### src/rtl/acondicionador_botones.sv
// Three-channel push-button conditioner: polarity fix, 2-flop synchroniser,
// debounce and long-hold detection, producing registered level and pulses.
module acondicionador_botones #(
  parameter int unsigned DEBOUNCE_CYCLES = 1_000_000,
  parameter int unsigned HOLD_CYCLES     = 250_000_000,
  parameter bit          ACTIVE_LOW      = 1'b1
) (
  input  logic       clk,
  input  logic       reset,
  input  logic [2:0] btn_raw,
  output logic [2:0] btn_level,
  output logic [2:0] btn_press,
  output logic [2:0] btn_release,
  output logic [2:0] btn_hold
);

  localparam int unsigned N_CH   = 3;
  localparam int unsigned DEB_W  = $clog2(DEBOUNCE_CYCLES + 1);
  localparam int unsigned HOLD_W = $clog2(HOLD_CYCLES + 1);
  localparam logic [DEB_W-1:0]  DEB_LAST  = DEB_W'(DEBOUNCE_CYCLES - 1);
  localparam logic [HOLD_W-1:0] HOLD_LAST = HOLD_W'(HOLD_CYCLES - 1);

  typedef enum logic [2:0] {
    IDLE,
    DEB_PRESS,
    PRESSED,
    HELD,
    DEB_RELEASE
  } state_t;

  logic [N_CH-1:0] pol;
  logic [N_CH-1:0] sync1;
  logic [N_CH-1:0] sync2;

  assign pol = ACTIVE_LOW ? ~btn_raw : btn_raw;

  // Two-flop synchroniser; reset value is the logical "not pressed" level.
  always_ff @(posedge clk or posedge reset) begin
    if (reset) begin
      sync1 <= '0;
      sync2 <= '0;
    end else begin
      sync1 <= pol;
      sync2 <= sync1;
    end
  end

  for (genvar i = 0; i < N_CH; i++) begin : g_ch
    state_t              state, state_nxt;
    logic [DEB_W-1:0]    deb_cnt, deb_nxt;
    logic [HOLD_W-1:0]   hold_cnt, hold_nxt;
    logic                from_held, from_held_nxt;
    logic                active;
    logic                level_q, press_q, rel_q, hold_q;
    logic                level_nxt, press_nxt, rel_nxt, hold_pulse_nxt;

    assign active = sync2[i];

    // State, counters and registered outputs.
    always_ff @(posedge clk or posedge reset) begin
      if (reset) begin
        state     <= IDLE;
        deb_cnt   <= '0;
        hold_cnt  <= '0;
        from_held <= 1'b0;
        level_q   <= 1'b0;
        press_q   <= 1'b0;
        rel_q     <= 1'b0;
        hold_q    <= 1'b0;
      end else begin
        state     <= state_nxt;
        deb_cnt   <= deb_nxt;
        hold_cnt  <= hold_nxt;
        from_held <= from_held_nxt;
        level_q   <= level_nxt;
        press_q   <= press_nxt;
        rel_q     <= rel_nxt;
        hold_q    <= hold_pulse_nxt;
      end
    end

    // Next-state and pulse decode; glitches back to the origin freeze hold_cnt.
    always_comb begin
      state_nxt      = state;
      deb_nxt        = deb_cnt;
      hold_nxt       = hold_cnt;
      from_held_nxt  = from_held;
      press_nxt      = 1'b0;
      rel_nxt        = 1'b0;
      hold_pulse_nxt = 1'b0;
      case (state)
        IDLE: begin
          if (active) begin
            state_nxt = DEB_PRESS;
            deb_nxt   = '0;
          end
        end
        DEB_PRESS: begin
          if (!active) begin
            state_nxt = IDLE;
          end else if (deb_cnt == DEB_LAST) begin
            state_nxt = PRESSED;
            hold_nxt  = '0;
            press_nxt = 1'b1;
          end else begin
            deb_nxt = deb_cnt + DEB_W'(1);
          end
        end
        PRESSED: begin
          if (!active) begin
            state_nxt     = DEB_RELEASE;
            deb_nxt       = '0;
            from_held_nxt = 1'b0;
          end else if (hold_cnt == HOLD_LAST) begin
            state_nxt      = HELD;
            hold_pulse_nxt = 1'b1;
          end else begin
            hold_nxt = hold_cnt + HOLD_W'(1);
          end
        end
        HELD: begin
          if (!active) begin
            state_nxt     = DEB_RELEASE;
            deb_nxt       = '0;
            from_held_nxt = 1'b1;
          end
        end
        DEB_RELEASE: begin
          if (active) begin
            state_nxt = from_held ? HELD : PRESSED;
          end else if (deb_cnt == DEB_LAST) begin
            state_nxt = IDLE;
            rel_nxt   = 1'b1;
          end else begin
            deb_nxt = deb_cnt + DEB_W'(1);
          end
        end
        default: state_nxt = IDLE;
      endcase
      level_nxt = (state_nxt == PRESSED) || (state_nxt == HELD) ||
                  (state_nxt == DEB_RELEASE);
    end

    assign btn_level[i]   = level_q;
    assign btn_press[i]   = press_q;
    assign btn_release[i] = rel_q;
    assign btn_hold[i]    = hold_q;
  end

endmodule

### config.mk
export PLATFORM = sky130hd
export DESIGN_NAME = acondicionador_botones
export DESIGN_NICKNAME = d
export VERILOG_FILES = /design/src/rtl/acondicionador_botones.sv
export SDC_FILE = /design/constraint.sdc
export NUM_CORES = 1
export LEC_CHECK = 0
export CORE_UTILIZATION = 42
export CTS_CLUSTER_DIAMETER = 50
export CTS_CLUSTER_SIZE = 30
export DETAILED_ROUTE_END_ITERATION = 10
export GPL_TIMING_DRIVEN = 1
export SLEW_MARGIN = 10
export SYNTH_ARGS = -nofsm -noshare
export SYNTH_HDL_FRONTEND = slang
export SYNTH_SLANG_ARGS = --single-unit
### constraint.sdc
create_clock -name clk -period 7.1 [get_ports clk]
set_input_delay 1.065 -clock clk [delete_from_list [all_inputs] [get_ports clk]]
set_output_delay 1.065 -clock clk [all_outputs]
set_load 0.01 [all_outputs]
==> run_results.csv, run 1 <==
group,metric,value,unit
cts,insertion_delay,430,ps
sta,tightestPinTransition,1040,ps
floorplan,die_x,153,um
sta,hold_viol,0,
sta,period_minus_slack,3030,ps
synth,synth_top_cell_area_share,45.4,%
sta,tns,0,ps
grt,antenna_found_initial,0,
synth,syn_avg_cell_area,8.94,um^2
synth,synthSimpleGateAreaFrac,28.5,%
worst_setup_path,required,7380,ps
cells_and_area,mostFrequentLayoutCell,"dfrtp_1",
synth,synth_mux_area_share,0.444,%
routing,drtIter0Drc,503,
cts,htree_levels,4,
floorplan,die_y,153,um
cells_and_area,final_util,46.9,%
placement,place_congestion,0.795,
cts,cts_sinks,174,
synth,synth_edf_count,0,
cells_and_area,antenna_cells,0,
cts,post_cts_buffers,0,
worst_setup_path,reg2reg_from,"g_ch[2].state[2]$_DFF_PP0_",
sta,drv_slew,0,
sta,finalSetupViolations,0,
worst_setup_path,startpoint_type,"flop",
power,p_per_area,191,nW/um^2
cells_and_area,register_area,4350,um^2
worst_setup_path,crit_arrival,3310,ps
synth,synth_top_family_by_area,"simple AND/OR/NAND/NOR gates",
grt,met3_usage,3.35,%
worst_setup_path,crit_end,"g_ch[2].hold_cnt[11]$_DFFE_PP0P_",
grt,grt_use_total,18.4,%
cells_and_area,drive_gt1_share,5.22,%
flow_run,maxCapViolCount,0,
synth,async_flop_share,100,%
sta,period_share,42.7,%
grt,grtUsageMet1,26.6,%
synth,ys_warn_count,0,
cts,numCtsBuffers,17,
cells_and_area,stdcell_area,10400,um^2
synth,synthAdderAreaFrac,0.783,%
cells_and_area,n_fill_cell,2131,
cts,hold_buffers,0,
synth,synthTopCellsByArea,"dfrtp_1 (45%), o21ai_0 (4.8%), nor2_1 (4.0%)",
min_path,holdCritStartpoint,"sync1[2]$_DFF_PP0_",
routing,wl_per_cell,15.2,um
routing,vias_per_cell,5.70,
placement,port_buffers,16,
floorplan,pin_count,17,
worst_setup_path,cp_max_fo,25,
run_status,outcome,"finished, final reports clean",
synth,syn_inst,1073,
cts,clkTransAtPathRegs,60,ps
synth,synth-compound-area-share,15.4,%
placement,placed_area,9810,um^2
cells_and_area,area_growth,8.07,%
grt,use_met2,28.2,%
power,leakagePower,0.00427,uW
cells_and_area,fin_nets,1056,
synth,synth_xor_area_share,5.02,%
cts,post_cts_resized,0,
routing,drc,0,
synth,syn_area,9590,um^2
sta,fmax,0.330,GHz
floorplan,initial_core_util,43.4,%
sta,fin_worst_skew,18.1,ps
synth,synth_cell_types,73,
sta,rsz0062_at_grt,"false",
cts,cts_tree,"done",
floorplan,num_rows,54,
synth,synth_largest_area_cell,"dfrtp_1",
placement,dp_hpwl,13.2,mm
synth,synth_nets,1084,
grt,grt_max_degree,133,
cells_and_area,layout_common_cells,"dfrtp_1 (174), nor2_1 (102), nand2_1 (99)",
grt,grt_overflow,0,
grt,top_usage_layer,"met2",
synth,ys.flop_type,"dfrtp_1",
cts,clock_path_buffers,2,
power,peakVddDrop,0.135,mV
min_path,hp-class,"flop to flop",
routing,routed_wl,20.2,mm
floorplan,die_area,23400,um^2
worst_setup_path,timing.rr.end,"g_ch[2].hold_cnt[11]$_DFFE_PP0P_",
worst_setup_path,r2r.worst_path.cells,6,
routing,num_vias,7608,
cells_and_area,multi_input_area,4820,um^2
synth,seq_area_frac_synth,45.4,%
worst_setup_path,criticalPathCategory,"flop to flop",
worst_setup_path,cp-startpoint,"g_ch[2].state[2]$_DFF_PP0_",
synth,ys_seq_elements,174,
worst_setup_path,rrSetupSlack,4070,ps
sta,maxSlewHeadroom,29.8,%
worst_setup_path,worst_setup_path_end_kind,"flop",
floorplan,core,22100,um^2
cts,root_buffer,"clkbuf_16",
grt,grt_pass1_wl,35.8,mm
routing,firstDrtPassIters,6,
grt,grt_pass1_vias,7248,
routing,ant_nets,0,
[cell type report]
class                           instances  share of cell area, %
Clock inverter                          7                  0.881
Inverter                               21                  0.833
Sequential cell                       174                   42.0
Clock buffer                           21                   4.44
Tap cell                              280                   3.38
Multi-Input combinational cell        809                   46.5
Timing Repair Buffer                   22                   1.98
[synthesized netlist by cell type (all sizes together) (5+ instances only)]
cell type,count
buf,32
ha,6
nor3b,5
nor4,18
o2111ai,6
and3,37
o21a,7
o21ai,94
a21o,5
xor2,30
xnor2,25
o41ai,12
or4,16
nand3,53
and2,18
nor3,30
o31ai,31
nor2b,5
nor2,103
inv,21
or2,6
and4,11
a31oi,14
nand2,99
or3,28
nand2b,13
nor4b,8
clkbuf,37
a21oi,43
dfrtp,174
nand4,35
[sequential cells by signal, indices dropped and copies added (netlist names)]
name,flops
g_ch.hold_cnt,84
g_ch.deb_cnt,60
g_ch.rel_q,3
g_ch.level_q,3
g_ch.from_held,3
g_ch.state,9
g_ch.press_q,3
g_ch.hold_q,3
sync2,3
sync1,3
[where the power goes]
group / switching (uW) / internal [uW]
registers: 12.6 / 1000
logic: 45.2 / 16.6
clock network: 375 / 528
total: 433 / 1540
[stage by stage]
| stage | setup WS, ps | hold WS (ps) | total power (uW) | cells |
|---|---|---|---|---|
| 2_1_floorplan | 1320 | 331 | 1080 | 1073 |
| 3_3_place_gp | 4120 | 333 | 1090 | 1306 |
| 3_5_place_dp | 4020 | 335 | 1100 | 1306 |
| 4_1_cts | 4030 | 350 | 2010 | 1334 |
| 5_1_grt | 3750 | 361 | 2060 | 1334 |
| 6_report | 4070 | 348 | 1980 | 1334 |
[routing by layer]
metal / routed length [um] / part of all wire [%]
met5: 0 / 0
met4: 153 / 0.76
met3: 482 / 2.4
met2: 8890 / 44
met1: 10700 / 53
[worst max-delay path: stages, from the launching register on]
cell,delay [ps]
dfrtp_1,490
nor3b_2,500
nand3_1,110
or4_1,660
o21ai_2,400
or2_1,550
o21ai_0,180
[how the worst min path moves through the flow]
stage	slack, ps	end	cells after the start
final	350	sync2[2]$_DFF_PP0_	0
after global routing	360	sync2[2]$_DFF_PP0_	0
after CTS	350	sync2[2]$_DFF_PP0_	0
after detailed placement	330	sync2[2]$_DFF_PP0_	0
after global placement	330	sync2[2]$_DFF_PP0_	0
after floorplan	330	sync2[0]$_DFF_PP0_	0
[cell families (layout without fill, tap and decap cells)]
family	after synthesis	after routing
flops	174	174
buf+inv	90	71
mux	4	4
compound gates	238	238
simple gates	506	506
fa+ha+maj	6	6
xor+xnor	55	55
Power figures use the tool's default switching activity.
==> inputs of run 2 (changes only) <==
==> constraint.sdc (replaced) <==
create_clock -name clk -period 2.43 [get_ports clk]
set_input_delay 0.3645 -clock clk [delete_from_list [all_inputs] [get_ports clk]]
set_output_delay 0.3645 -clock clk [all_outputs]
set_load 0.01 [all_outputs]
==> run 2 against run 1 <==
- clock-buffer cell count decreased by 2
- clock power increased to 3.1 times the previous value
- wire length is 6.1% higher
- sequential power grew to 2.9 times the previous value
- non-clock buffer count rose by 75
- die area did not move
- worst hold slack lost 140 ps
- first-iteration DRC count increased by 9.7%
- setup slack worse by 4000 ps
- maximum frequency up 28%
- critical path depth unchanged
- critical endpoint is now g_ch[0].hold_cnt[25]$_DFFE_PP0P_
==> run_results.csv, run 2 (synthesized netlist as in run 1, its figures left out) <==
group,metric,value,unit
cts,root_buffer,"clkbuf_16",
sta,fmax,0.421,GHz
sta,tightestPinTransition,655,ps
worst_setup_path,criticalPathCategory,"flop to flop",
worst_setup_path,rrSetupSlack,60,ps
cells_and_area,fin_nets,1131,
routing,ant_nets,0,
worst_setup_path,required,2780,ps
cells_and_area,mostFrequentLayoutCell,"dfrtp_1",
routing,routed_wl,21.5,mm
power,p_per_area,535,nW/um^2
cells_and_area,largest_reg_flops,84,
cts,cts_sinks,174,
power,comb_power_share,3.8,%
routing,num_vias,8029,
sta,fin_worst_skew,10.3,ps
flow_run,maxCapViolCount,0,
power,peakVddDrop,0.475,mV
cells_and_area,layout_common_cells,"dfrtp_1 (173), nor2_1 (102), nand2_1 (99)",
cells_and_area,top_register,"g_ch.hold_cnt",
cts,hold_buffers,0,
worst_setup_path,timing.rr.end,"g_ch[0].hold_cnt[25]$_DFFE_PP0P_",
routing,vias_per_cell,5.68,
min_path,hp-class,"input pin to async pin",
floorplan,die_x,153,um
grt,grt_pass1_vias,7776,
cells_and_area,top_regs,"g_ch.hold_cnt (84), g_ch.deb_cnt (60), g_ch.state (9)",
cells_and_area,area_growth,15.7,%
cts,insertion_delay,420,ps
placement,port_buffers,16,
worst_setup_path,worst_setup_path_end_kind,"flop",
power,leakagePower,0.00468,uW
run_status,outcome,"finished, final reports clean",
routing,drc,0,
grt,grt_pass1_wl,37.6,mm
sta,period_share,97.7,%
floorplan,num_rows,54,
floorplan,die_area,23400,um^2
cts,cts_tree,"done",
sta,hold_viol,0,
sta,maxSlewHeadroom,56.2,%
cts,clkTransAtPathRegs,70,ps
cells_and_area,drive_gt1_share,13.2,%
cells_and_area,antenna_cells,0,
cts,numCtsBuffers,17,
grt,grt_use_total,19.4,%
power,p_switching,1360,uW
worst_setup_path,startpoint_type,"flop",
placement,dp.cells,1379,
grt,grt_max_degree,64,
sta,finalSetupViolations,0,
power,p_sw_share,22.9,%
floorplan,pin_count,17,
routing,wl_per_cell,15.2,um
placement,dp_hpwl,14.5,mm
sta,period_minus_slack,2370,ps
power,p_seq_share,49.7,%
cts,clock_path_buffers,2,
floorplan,core,22100,um^2
worst_setup_path,cp_max_fo,8,
floorplan,die_y,153,um
placement,place_congestion,0.828,
sta,finalWorstSetupSlack,56.8,ps
sta,drv_slew,0,
routing,drtIter0Drc,552,
placement,place_worst_setup_slack,69.2,ps
cells_and_area,finalNonFillerCells,1413,
worst_setup_path,r2r.worst_path.cells,6,
power,p_int,4570,uW
worst_setup_path,crit_arrival,2720,ps
cts,htree_levels,4,
grt,grt_overflow,0,
floorplan,initial_core_util,43.4,%
power,pwr-share-clk,46.5,%
worst_setup_path,reg2reg_from,"g_ch[0].deb_cnt[7]$_DFFE_PP0P_",
routing,firstDrtPassIters,4,
grt,antenna_found_initial,0,
-- run 2: how the worst max path moves through the flow --
stage / startpoint / endpoint / slack, ps / cells after the start
2_1_floorplan: reset / g_ch[0].deb_cnt[0]$_DFFE_PP0P_ / -160 / 1
3_3_place_gp: g_ch[1].deb_cnt[15]$_DFFE_PP0P_ / g_ch[1].hold_cnt[23]$_DFFE_PP0P_ / 140 / 7
3_5_place_dp: g_ch[1].deb_cnt[15]$_DFFE_PP0P_ / g_ch[1].hold_cnt[13]$_DFFE_PP0P_ / 70 / 7
4_1_cts: g_ch[1].deb_cnt[15]$_DFFE_PP0P_ / g_ch[1].hold_cnt[13]$_DFFE_PP0P_ / 50 / 7
5_1_grt: g_ch[1].deb_cnt[15]$_DFFE_PP0P_ / g_ch[1].hold_cnt[4]$_DFFE_PP0P_ / -0.2 / 7
6_report: g_ch[0].deb_cnt[7]$_DFFE_PP0P_ / g_ch[0].hold_cnt[25]$_DFFE_PP0P_ / 60 / 6
-- run 2: metrics by stage --
step | total power (uW) | utilization (%) | cell area [um^2] | hold slack, ps | setup TNS [ps]
floorplan | 3140 | - | 9600 | 331 | -27690
global placement | 3230 | 47.1 | 10400 | 332 | 0
detailed placement | 3240 | 47.1 | 10400 | 338 | 0
CTS | 6010 | 49.8 | 11000 | 191 | 0
global route | 6180 | 50.2 | 11100 | 203 | -0.238
finish | 5930 | 50.2 | 11100 | 206 | 0
-- run 2: power groups by stage --
stage	combinational, uW	sequential (uW)	clock, uW
finish	228	2950	2760
global route	262	2950	2970
CTS	235	2950	2830
detailed placement	234	3000	0
global placement	232	3000	0
floorplan	152	2990	0
-- run 2: area by class of cell --
| type | count | area, um^2 |
|---|---|---|
| inverters | 21 | 82.6 |
| well taps | 280 | 350 |
| clock inverters | 13 | 138 |
| fillers | 2032 | 11000 |
| repair buffers | 97 | 822 |
| multi-input cells | 809 | 4900 |
| clock buffers | 19 | 453 |
| flip-flops and latches | 174 | 4360 |
-- run 2: critical path: stages, from the launching register on --
cell     delay, ps
dfrtp_1        390
or4_4          560
nor4_4         250
nand4_2        150
a21o_4         280
or4_4          520
a21oi_2        150
-- run 2: routing by layer --
layer	wire, um	vias up	track usage [%]
met5	0	-	0
met4	137	0	4.81
met3	543	7	3.57
met2	10000	90	30.9
met1	10800	3934	27.0
li1	-	3998	-
-- run 2: what timing repair did --
action / 4_1_cts / 5_1_grt
hold endpoints to repair: 0 / 0
setup buffers: 0 / 2
endpoints found under the setup margin: 0 / 37
resized for setup: 0 / 21
